[src/rtl/seg_pkg.sv]
// seg_pkg: shared types and constants for the decimal display port controller.
// Conversion FSM states, segment patterns and the overflow threshold helper.
package seg_pkg;

  typedef enum logic [1:0] {
    IDLE   = 2'd0,
    CONV   = 2'd1,
    COMMIT = 2'd2
  } state_t;

  // Active-low segment patterns, bit order {g,f,e,d,c,b,a}
  localparam logic [6:0] SEG_BLANK = 7'b1111111;
  localparam logic [6:0] SEG_DASH  = 7'b0111111;

  // Entry n holds the pattern for decimal digit n
  localparam logic [9:0][6:0] SEG_TABLE = {
    7'b0011000,  // 9
    7'b0000000,  // 8
    7'b1111000,  // 7
    7'b0000011,  // 6
    7'b0010010,  // 5
    7'b0011001,  // 4
    7'b0110000,  // 3
    7'b0100100,  // 2
    7'b1111001,  // 1
    7'b1000000   // 0
  };

  // 10^n, used only at elaboration for the overflow threshold (n <= 8 fits)
  function automatic logic [31:0] pow10(input int n);
    logic [31:0] p;
    p = 32'd1;
    for (int i = 0; i < n; i++) begin
      p = p * 32'd10;
    end
    return p;
  endfunction

endpackage

[src/rtl/seg_port_ctrl_if.sv]
// seg_port_ctrl_if: CPU store port plus display outputs of the display controller.
// master = CPU/board side, slave = controller.
interface seg_port_ctrl_if #(
  parameter int NUM_DIGITS = 4
);
  logic                  wr_en;
  logic [31:0]           wr_data;
  logic                  busy;
  logic                  overflow;
  logic [6:0]            seg_out;
  logic [NUM_DIGITS-1:0] digit_en;

  modport master (
    output wr_en, wr_data,
    input  busy, overflow, seg_out, digit_en
  );

  modport slave (
    input  wr_en, wr_data,
    output busy, overflow, seg_out, digit_en
  );
endinterface

[src/rtl/seg_digit_enc.sv]
// seg_digit_enc: 4-bit digit to active-low 7-segment pattern.
// Non-decimal nibbles render as a blank digit.
module seg_digit_enc
  import seg_pkg::*;
(
  input  logic [3:0] digit,
  output logic [6:0] seg
);

  // Table lookup for 0..9, blank for anything else
  always_comb begin
    seg = SEG_BLANK;
    if (digit <= 4'd9) begin
      seg = SEG_TABLE[digit];
    end
  end

endmodule

[src/rtl/seg_port_ctrl.sv]
// seg_port_ctrl: memory-mapped decimal display controller.
// A store is converted to BCD by a 32-cycle double-dabble engine, committed
// atomically, then scanned across NUM_DIGITS common-anode digits through one
// shared segment encoder.
// Optional build macro SEG_LZB_EN: leading-zero blanking (digit 0 always shown).
module seg_port_ctrl
  import seg_pkg::*;
#(
  parameter int NUM_DIGITS = 4,
  parameter int SCAN_DIV   = 50000
) (
  input  logic          clock,
  input  logic          reset,
  seg_port_ctrl_if.slave bus
);

  localparam int BCD_W = 4 * NUM_DIGITS;
  localparam int IDX_W = (NUM_DIGITS > 1) ? $clog2(NUM_DIGITS) : 1;
  localparam int CNT_W = $clog2(SCAN_DIV);
  localparam logic [31:0]      OVF_LIMIT = pow10(NUM_DIGITS);
  localparam logic [IDX_W-1:0] LAST_IDX  = IDX_W'(NUM_DIGITS - 1);
  localparam logic [CNT_W-1:0] LAST_CNT  = CNT_W'(SCAN_DIV - 1);

  state_t                state_reg, state_next;
  logic                  start_conv;
  logic [31:0]           start_data;
  logic [31:0]           shreg_reg;
  logic [BCD_W-1:0]      bcd_reg;
  logic [BCD_W-1:0]      bcd_adj;
  logic [BCD_W+31:0]     dd_shift;
  logic [4:0]            shift_cnt_reg;
  logic                  ovf_tmp_reg;
  logic                  pend_valid_reg;
  logic [31:0]           pend_data_reg;
  logic [BCD_W-1:0]      digits_reg;
  logic                  overflow_reg;
  logic [CNT_W-1:0]      scan_cnt_reg;
  logic [IDX_W-1:0]      scan_idx_reg;
  logic [6:0]            seg_out_reg;
  logic [NUM_DIGITS-1:0] digit_en_reg;
  logic [3:0]            digit_arr [NUM_DIGITS];
  logic [3:0]            cur_digit;
  logic [6:0]            enc_seg;
  logic [6:0]            seg_sel;

  // Per-nibble add-3 correction and a view of the committed digits as an array
  genvar gi;
  generate
    for (gi = 0; gi < NUM_DIGITS; gi++) begin : g_nib
      assign bcd_adj[4*gi +: 4] = (bcd_reg[4*gi +: 4] >= 4'd5) ?
                                  bcd_reg[4*gi +: 4] + 4'd3 : bcd_reg[4*gi +: 4];
      assign digit_arr[gi] = digits_reg[4*gi +: 4];
    end
  endgenerate

  // One double-dabble step: shift corrected BCD and the binary source together
  assign dd_shift = {bcd_adj, shreg_reg} << 1;

  // Next state and conversion start selection; a fresh write beats the pending slot
  always_comb begin
    state_next = state_reg;
    start_conv = 1'b0;
    start_data = bus.wr_data;
    case (state_reg)
      IDLE: begin
        if (bus.wr_en) begin
          state_next = CONV;
          start_conv = 1'b1;
        end
      end
      CONV: begin
        if (shift_cnt_reg == 5'd31) begin
          state_next = COMMIT;
        end
      end
      COMMIT: begin
        if (bus.wr_en) begin
          state_next = CONV;
          start_conv = 1'b1;
        end else if (pend_valid_reg) begin
          state_next = CONV;
          start_conv = 1'b1;
          start_data = pend_data_reg;
        end else begin
          state_next = IDLE;
        end
      end
      default: state_next = IDLE;
    endcase
  end

  // State register
  always_ff @(posedge clock) begin
    if (reset) begin
      state_reg <= IDLE;
    end else begin
      state_reg <= state_next;
    end
  end

  // Conversion datapath, pending slot and atomic commit of the display digits
  always_ff @(posedge clock) begin
    if (reset) begin
      shreg_reg      <= '0;
      bcd_reg        <= '0;
      shift_cnt_reg  <= '0;
      ovf_tmp_reg    <= 1'b0;
      pend_valid_reg <= 1'b0;
      pend_data_reg  <= '0;
      digits_reg     <= '0;
      overflow_reg   <= 1'b0;
    end else begin
      if (start_conv) begin
        shreg_reg     <= start_data;
        bcd_reg       <= '0;
        shift_cnt_reg <= '0;
        ovf_tmp_reg   <= (start_data >= OVF_LIMIT);
      end else if (state_reg == CONV) begin
        bcd_reg       <= dd_shift[BCD_W+31:32];
        shreg_reg     <= dd_shift[31:0];
        shift_cnt_reg <= shift_cnt_reg + 5'd1;
      end

      if (state_reg == COMMIT) begin
        digits_reg     <= bcd_reg;
        overflow_reg   <= ovf_tmp_reg;
        // Any pending value is either consumed now or superseded by a fresh write
        pend_valid_reg <= 1'b0;
      end else if (state_reg == CONV && bus.wr_en) begin
        pend_valid_reg <= 1'b1;
        pend_data_reg  <= bus.wr_data;
      end
    end
  end

  // Shared encoder on the currently scanned digit
  assign cur_digit = digit_arr[scan_idx_reg];

  seg_digit_enc u_enc (
    .digit (cur_digit),
    .seg   (enc_seg)
  );

`ifdef SEG_LZB_EN
  logic [NUM_DIGITS-1:0] digit_shown;

  // A digit is shown if it or any more significant digit is nonzero; digit 0 always
  generate
    for (gi = 0; gi < NUM_DIGITS; gi++) begin : g_lzb
      if (gi == 0) begin : g_ones
        assign digit_shown[gi] = 1'b1;
      end else begin : g_upper
        assign digit_shown[gi] = |digits_reg[BCD_W-1:4*gi];
      end
    end
  endgenerate
`endif

  // Final segment pattern: dashes on overflow, optional blanking, else encoded digit
  always_comb begin
    seg_sel = enc_seg;
    if (overflow_reg) begin
      seg_sel = SEG_DASH;
    end
`ifdef SEG_LZB_EN
    else if (!digit_shown[scan_idx_reg]) begin
      seg_sel = SEG_BLANK;
    end
`endif
  end

  // Scan timing; segments and digit select are registered together so they never skew
  always_ff @(posedge clock) begin
    if (reset) begin
      scan_cnt_reg <= '0;
      scan_idx_reg <= '0;
      seg_out_reg  <= SEG_TABLE[0];
      digit_en_reg <= ~NUM_DIGITS'(1);
    end else begin
      if (scan_cnt_reg == LAST_CNT) begin
        scan_cnt_reg <= '0;
        scan_idx_reg <= (scan_idx_reg == LAST_IDX) ? '0 : scan_idx_reg + 1'b1;
      end else begin
        scan_cnt_reg <= scan_cnt_reg + 1'b1;
      end
      seg_out_reg  <= seg_sel;
      digit_en_reg <= ~(NUM_DIGITS'(1) << scan_idx_reg);
    end
  end

  assign bus.busy     = (state_reg != IDLE) | pend_valid_reg;
  assign bus.overflow = overflow_reg;
  assign bus.seg_out  = seg_out_reg;
  assign bus.digit_en = digit_en_reg;

endmodule

[src/flat_wrapper.sv]
// flat-port wrapper written by rule: the top's interface ports become plain ports
module seg_port_ctrl_flat import seg_pkg::*;
#(
  parameter int NUM_DIGITS = 4,
  parameter int SCAN_DIV   = 50000
)
  (clock, reset, bus_wr_en, bus_wr_data, bus_busy, bus_overflow, bus_seg_out, bus_digit_en);
  seg_port_ctrl_if #(.NUM_DIGITS(NUM_DIGITS)) bus_i ();
  input  logic clock;
  input  logic reset;
  input wire logic [$bits(bus_i.wr_en)-1:0] bus_wr_en;
  input wire logic [$bits(bus_i.wr_data)-1:0] bus_wr_data;
  output wire logic [$bits(bus_i.busy)-1:0] bus_busy;
  output wire logic [$bits(bus_i.overflow)-1:0] bus_overflow;
  output wire logic [$bits(bus_i.seg_out)-1:0] bus_seg_out;
  output wire logic [$bits(bus_i.digit_en)-1:0] bus_digit_en;
  assign bus_i.wr_en = bus_wr_en;
  assign bus_i.wr_data = bus_wr_data;
  assign bus_busy = bus_i.busy;
  assign bus_overflow = bus_i.overflow;
  assign bus_seg_out = bus_i.seg_out;
  assign bus_digit_en = bus_i.digit_en;
  seg_port_ctrl #(.NUM_DIGITS(NUM_DIGITS), .SCAN_DIV(SCAN_DIV)) u_core (.clock(clock), .reset(reset), .bus(bus_i));
endmodule
[config.mk]
export PLATFORM = sky130hd
export DESIGN_NAME = seg_port_ctrl_flat
export DESIGN_NICKNAME = d
export VERILOG_FILES = /design/src/rtl/seg_pkg.sv /design/src/rtl/seg_port_ctrl_if.sv /design/src/rtl/seg_digit_enc.sv /design/src/rtl/seg_port_ctrl.sv /design/src/flat_wrapper.sv
export SDC_FILE = /design/constraint.sdc
export NUM_CORES = 1
export LEC_CHECK = 0
export BUFFER_PORTS_ARGS = -buffer_cell sky130_fd_sc_hd__buf_2
export CORE_ASPECT_RATIO = 2
export CORE_MARGIN = 2
export CORE_UTILIZATION = 60
export DETAILED_ROUTE_END_ITERATION = 10
export PLACE_DENSITY_LB_ADDON = 0.08
export SLEW_MARGIN = 20
export SYNTH_ARGS = -nofsm -noshare
export SYNTH_HDL_FRONTEND = slang
export SYNTH_HIERARCHICAL = 1
export SYNTH_SLANG_ARGS = --single-unit
export TNS_END_PERCENT = 100
[constraint.sdc]
create_clock -name clock -period 2.95 [get_ports clock]
set_input_delay 0.1475 -clock clock [delete_from_list [all_inputs] [get_ports clock]]
set_output_delay 0.1475 -clock clock [all_outputs]
set_load 0.005 [all_outputs]
### Word-level counts from Yosys, hierarchy flattened

Memories as Yosys holds them, arrays and structs flattened.
Cells that the tools add are included.

* add/sub/neg operators: 7
* $lt $le $gt $ge: 8
* equality and inequality tests: 7
* shifts and indexed selects: 1
* mux-type cells: 25
* bitwise logic cells: 4
* reduce and logical (&&, ||, !) cells: 9

Operators with widths (number)
* 32-bit two-way mux: 5
* 32-bit by 14-bit greater-or-equal comparator with 1-bit output (second input constant): 1
* 7-bit two-way mux: 3
* 4-bit two-way mux: 5
* 16-bit by 1-bit adder with 16-bit output (second input constant): 1
* 16-bit == test (second input constant): 1
* 4-bit by 3-bit greater-or-equal comparator with 1-bit output (second input constant): 4
* 4-bit by 2-bit adder with 4-bit output (second input constant): 3
* 4-bit binary-select mux with 2-bit select: 1
* 2-bit two-way mux: 4
* 2-bit case mux with 3 select lines: 1
* 2-bit OR reduction: 3
* 5-bit by 1-bit adder with 5-bit output (second input constant): 1
* 5-bit == test (second input constant): 1
* 4-bit by 5-bit less-than comparator with 1-bit output (second input constant): 1
* 2-bit == test (second input constant): 2
* 4-bit less-or-equal comparator (second input constant): 1
* 1-bit two-way mux: 4
* 4-bit NOT: 1
* 2-bit AND reduction: 2
* 2-bit nonzero test: 2
* 1-bit by 2-bit left shift with 4-bit output (first input constant): 1
* 3-bit by 2-bit adder with 3-bit output (second input constant): 1
* 3-bit greater-or-equal comparator (second input constant): 1
* other kinds (11): 11

* register bits: 135
* ROM bits: 112
* input bits: 35
* output and inout bits: 13
* word-level logic and storage cells: 75
* memories kept: 1

Memory list
* (no name shown): words 16, width 7, rd ports 1, clocked after Yosys merged registers in 0, write ports 0, RTL line seg_digit_enc.sv:14 `seg = SEG_TABLE[digit];`

### Depth between registers and ports, before layout

* depth in word-level cells: 8
* gate-level depth with buffers: 9
* mapped depth without buffers: 8

### Hierarchy

Netlist, hierarchy kept.

By module, submodules not included
* seg_port_ctrl: times used 1, cells an instance 743, area each 5879.4 sq um, seq. area each 2702.6 sq um
* seg_digit_enc: times used 1, cells an instance 30, area each 210.2 sq um, seq. area each 0.0 sq um

### Worst setup path before layout

No wires, ideal clock.

* kind: register to register
* start: register u_core.scan_idx_reg[0]
* end: register u_core.seg_out_reg[3], in the netlist u_core/bus.seg_out[3]
* arrival time: 2.011 ns
* data required time: 2.822 ns
* path slack: 0.811 ns
* cell stages (with the launch flop): 9
* path buffers: 1
* cell sequence: dfxtp_1 clkbuf_1 mux4_2 ha_1 or3_1 o21ai_1 a31oi_1 nor2_1 nor2_1

* longest elaborated chain between the ends: 8

RTL lines
* start: declaration: RTL line seg_port_ctrl.sv:38 `logic [IDX_W-1:0] scan_idx_reg;`
* start signal: assignment: RTL line seg_port_ctrl.sv:182 `scan_idx_reg <= (scan_idx_reg == LAST_IDX) ? '0 : scan_idx_reg + 1'b1;`
* 2-bit NOT with 3-bit output (implied by the code) (*): RTL line seg_port_ctrl.sv:137 `assign cur_digit = digit_arr[scan_idx_reg];`
* 4-bit binary-select mux with 2-bit select (*): RTL line seg_port_ctrl.sv:137
* 4-bit two-way mux (implied by the code) (*) (2 in a row): RTL line seg_port_ctrl.sv:137
* named net u_core.cur_digit[0]: RTL line seg_port_ctrl.sv:42 `logic [3:0] cur_digit;`
* memory read 16 x 7 bit
* 7-bit two-way mux (implied by the code): RTL line seg_digit_enc.sv:14
* 7-bit two-way mux (*): RTL line seg_digit_enc.sv:13 `if (digit <= 4'd9) begin`
* named net u_core.enc_seg[3]: RTL line seg_port_ctrl.sv:43 `logic [6:0] enc_seg;`
* 7-bit two-way mux (*): RTL line seg_port_ctrl.sv:162 `if (overflow_reg) begin`
* end signal: assignment: RTL line seg_port_ctrl.sv:177 `seg_out_reg <= SEG_TABLE[0];`
* end signal: assignment: RTL line seg_port_ctrl.sv:186 `seg_out_reg <= seg_sel;`
* end: declaration: RTL line seg_port_ctrl.sv:39 `logic [6:0] seg_out_reg;`

The timed path passes the listed nets; every way through them passes the cells marked *. The select of a mux whose other input is x is not followed.
A chain may end at the register's enable or synchronous reset.

### Worst setup path in the final report

Same ends and word-level chain as after synthesis.

==> flow_summary.toml <==
[drt]
vias_per_cell = 5.66
drc = 0
wl_per_cell_um = 15.1
drt_pass1_iterations = 4
dr_total_vias = 5435
drtIter0Drc = 274
routed_wl_mm = 14.5
ant_nets = 0

[sta]
skew_ns = 0.00715
slew_headroom_pct = 36.3
postLayoutSetupSlackWorst_ns = 0.675
max_freq_mhz = 439
setup_tns_ns = 0
fin_crit_sh_pct = 77.1
hold_viol_final = 0
tightest_slew_ns = 0.943
setup_violations = 0
timing.hold.ws_ns = 0.0111
rsz0062_at_grt = "no"
fin_crit_ns = 2.28
slew_violations = 0

[global_route]
grt_pass1_vias = 5242
track_usage_pct = 27.2
grt-ovfl-total = 0
grt_max_degree = 86
grt_antenna_before_repair = 0
grt_pass1_wl_mm = 23.5

[setup_path]
required_ns = 3.20
crit_fanout = 9
rr_worst_depth = 8
crit_type = "register to register"
r2r_end = "u_core/bus.seg_out[3]$_SDFF_PP0_"
startpoint_type = "register"
crit_path_end_kind = "register"
cp-startpoint = "u_core/scan_idx_reg[0]$_SDFFE_PP0P_"
cp.arrival_ns = 2.53
r2r_setup_slack_ns = 0.67
reg2reg_from = "u_core/scan_idx_reg[0]$_SDFFE_PP0P_"

[clock_tree]
clkTransAtPathRegs_ns = 0.06
ctsResizeCount = 0
htree_levels = 4
clk_latency_ns = 0.40
root_buffer = "clkbuf_16"
post_cts_buffers = 0
cts_sinks = 135
cts_max_path_buffers = 2
cts_buffers = 17
cts_tree = "done"

[die]
die_area_um2 = 11000
io_pins = 48
start_util_pct = 60.8
die_y_um = 146
die_x_um = 75.2
num_rows = 52
core_um2 = 10000

[final_layout]
nets = 867
layout.area.seq_um2 = 2700
n_antenna_cell = 0
layout_common_cells = "nand2_1, dfxtp_1, a21oi_1"
multi_input_area_um2 = 3070
fill_cells = 814
post-route-util_pct = 71.4
layout_commonest_cell = "nand2_1"
drive_gt1_share_pct = 11.7
synthToLayoutAreaGrowth_pct = 17.5

[placed_design]
finalWeightedCongestion = 0.792
io_buffer_count = 47
pre_cts_ws_ns = 0.751
dp_hpwl_mm = 9.77

[synth]
syn_nets = 827
ys.flop_type = "dfxtp_1"
async_flop_share_pct = 0
synth_top_cell_area_share_pct = 44.4
synth-edff-count = 0
yosysWarnings = 6
synth_cell_types = 46
ys_seq_elements = 135
syn_area_per_cell_um2 = 7.88
yosys-top-cells-area = "dfxtp_1, nand2_1, a21oi_1"
synth_largest_area_cell = "dfxtp_1"
ys_seq_area_share_pct = 44.4
synthesis.area_um2 = 6090
synthesis.instances = 773

[power_and_ir_drop]
ir_worst_vdd_uv = 560
power_leakage_nw = 2.72
powerDensity_nw_per_um2 = 629

[run_status]
status = "completed"

[worst_hold_path]
hold_start = "bus_wr_data[21]"
worstHoldPathCells = 3
hold_path_end = "u_core/pend_data_reg[21]$_SDFFE_PP0P_"
hp-class = "input port to register"

[run]
maxCapViolCount = 0
-- layout make-up --
type,instances,share of cell area [%]
Clock buffer,22,6.77
Clock inverter,10,2.31
Inverter,18,0.944
Multi-Input combinational cell,566,43.0
Sequential cell,135,37.8
Tap cell,135,2.36
Timing Repair Buffer,75,6.89
-- report_power, final --
| part | total [mW] | internal, mW | switching (mW) |
|---|---|---|---|
| combinational | 0.296 | 0.115 | 0.181 |
| clock | 2.28 | 1.51 | 0.771 |
| sequential | 1.92 | 1.88 | 0.0412 |
-- synthesized netlist by cell type, drive strengths merged, types with 2 or more instances --
master	count
nand3	12
xor2	13
inv	18
a21oi	110
a221oi	32
o41ai	2
xnor2	11
and2	5
dfxtp	135
or2	2
nor3	11
nand4	7
nor2b	3
mux2i	3
nand2	190
nor4	6
o21ai	15
clkbuf	34
and4	3
nor2	86
or3	3
nand2b	13
mux4	4
a31oi	2
and3	3
buf	20
ha	19
-- metrics by stage --
step | cells | power, mW | instance area, um^2
2_1_floorplan | 773 | 2.15 | 6090
3_3_place_gp | 910 | 2.23 | 6320
3_5_place_dp | 910 | 2.23 | 6320
4_1_cts | 961 | 4.53 | 7160
5_1_grt | 961 | 4.65 | 7160
6_report | 961 | 4.50 | 7160
-- critical path, stage by stage (launching register included) --
cell and delay (ns):
dfxtp_1 0.56, mux4_2 0.63, inv_1 0.16, ha_1 0.21
nor2_1 0.08, nor2_2 0.21, a31oi_1 0.12, nor2_1 0.10
nor2_1 0.05
-- logic make-up (layout without fill, tap and decap cells) --
family	count (synthesis)	count (layout)	synth area share [%]
AND/OR/NAND/NOR	349	349	24.5
multiplexers	7	7	1.97
buffers and inverters	72	125	5.51
AO/OA/AOI/OAI	167	167	16.3
adder cells (fa/ha/maj)	19	19	3.90
flip-flops	135	135	44.4
XOR/XNOR	24	24	3.45
-- repair_timing --
action / 4_1_cts / 5_1_grt
endpoints found under the setup margin: 0 / 0
endpoints found under the hold margin: 19 / 0
hold buffers: 19 / 0
-- metal layers --
layer	GRT usage (%)	routed length [um]
met5	0	0
met4	11.6	480
met3	5.73	548
met2	50.4	8170
met1	27.7	5280
-- worst max path at each step --
stage	end	cells past startpoint
6_report	u_core/bus.seg_out[3]$_SDFF_PP0_	8
3_5_place_dp	u_core/bus.seg_out[3]$_SDFF_PP0_	7
2_1_floorplan	u_core/bus.seg_out[3]$_SDFF_PP0_	8
5_1_grt	u_core/bus.seg_out[3]$_SDFF_PP0_	8
4_1_cts	u_core/bus.seg_out[3]$_SDFF_PP0_	8
3_3_place_gp	u_core/bus.seg_out[3]$_SDFF_PP0_	7
No activity file was read; power rests on OpenSTA's default activity.
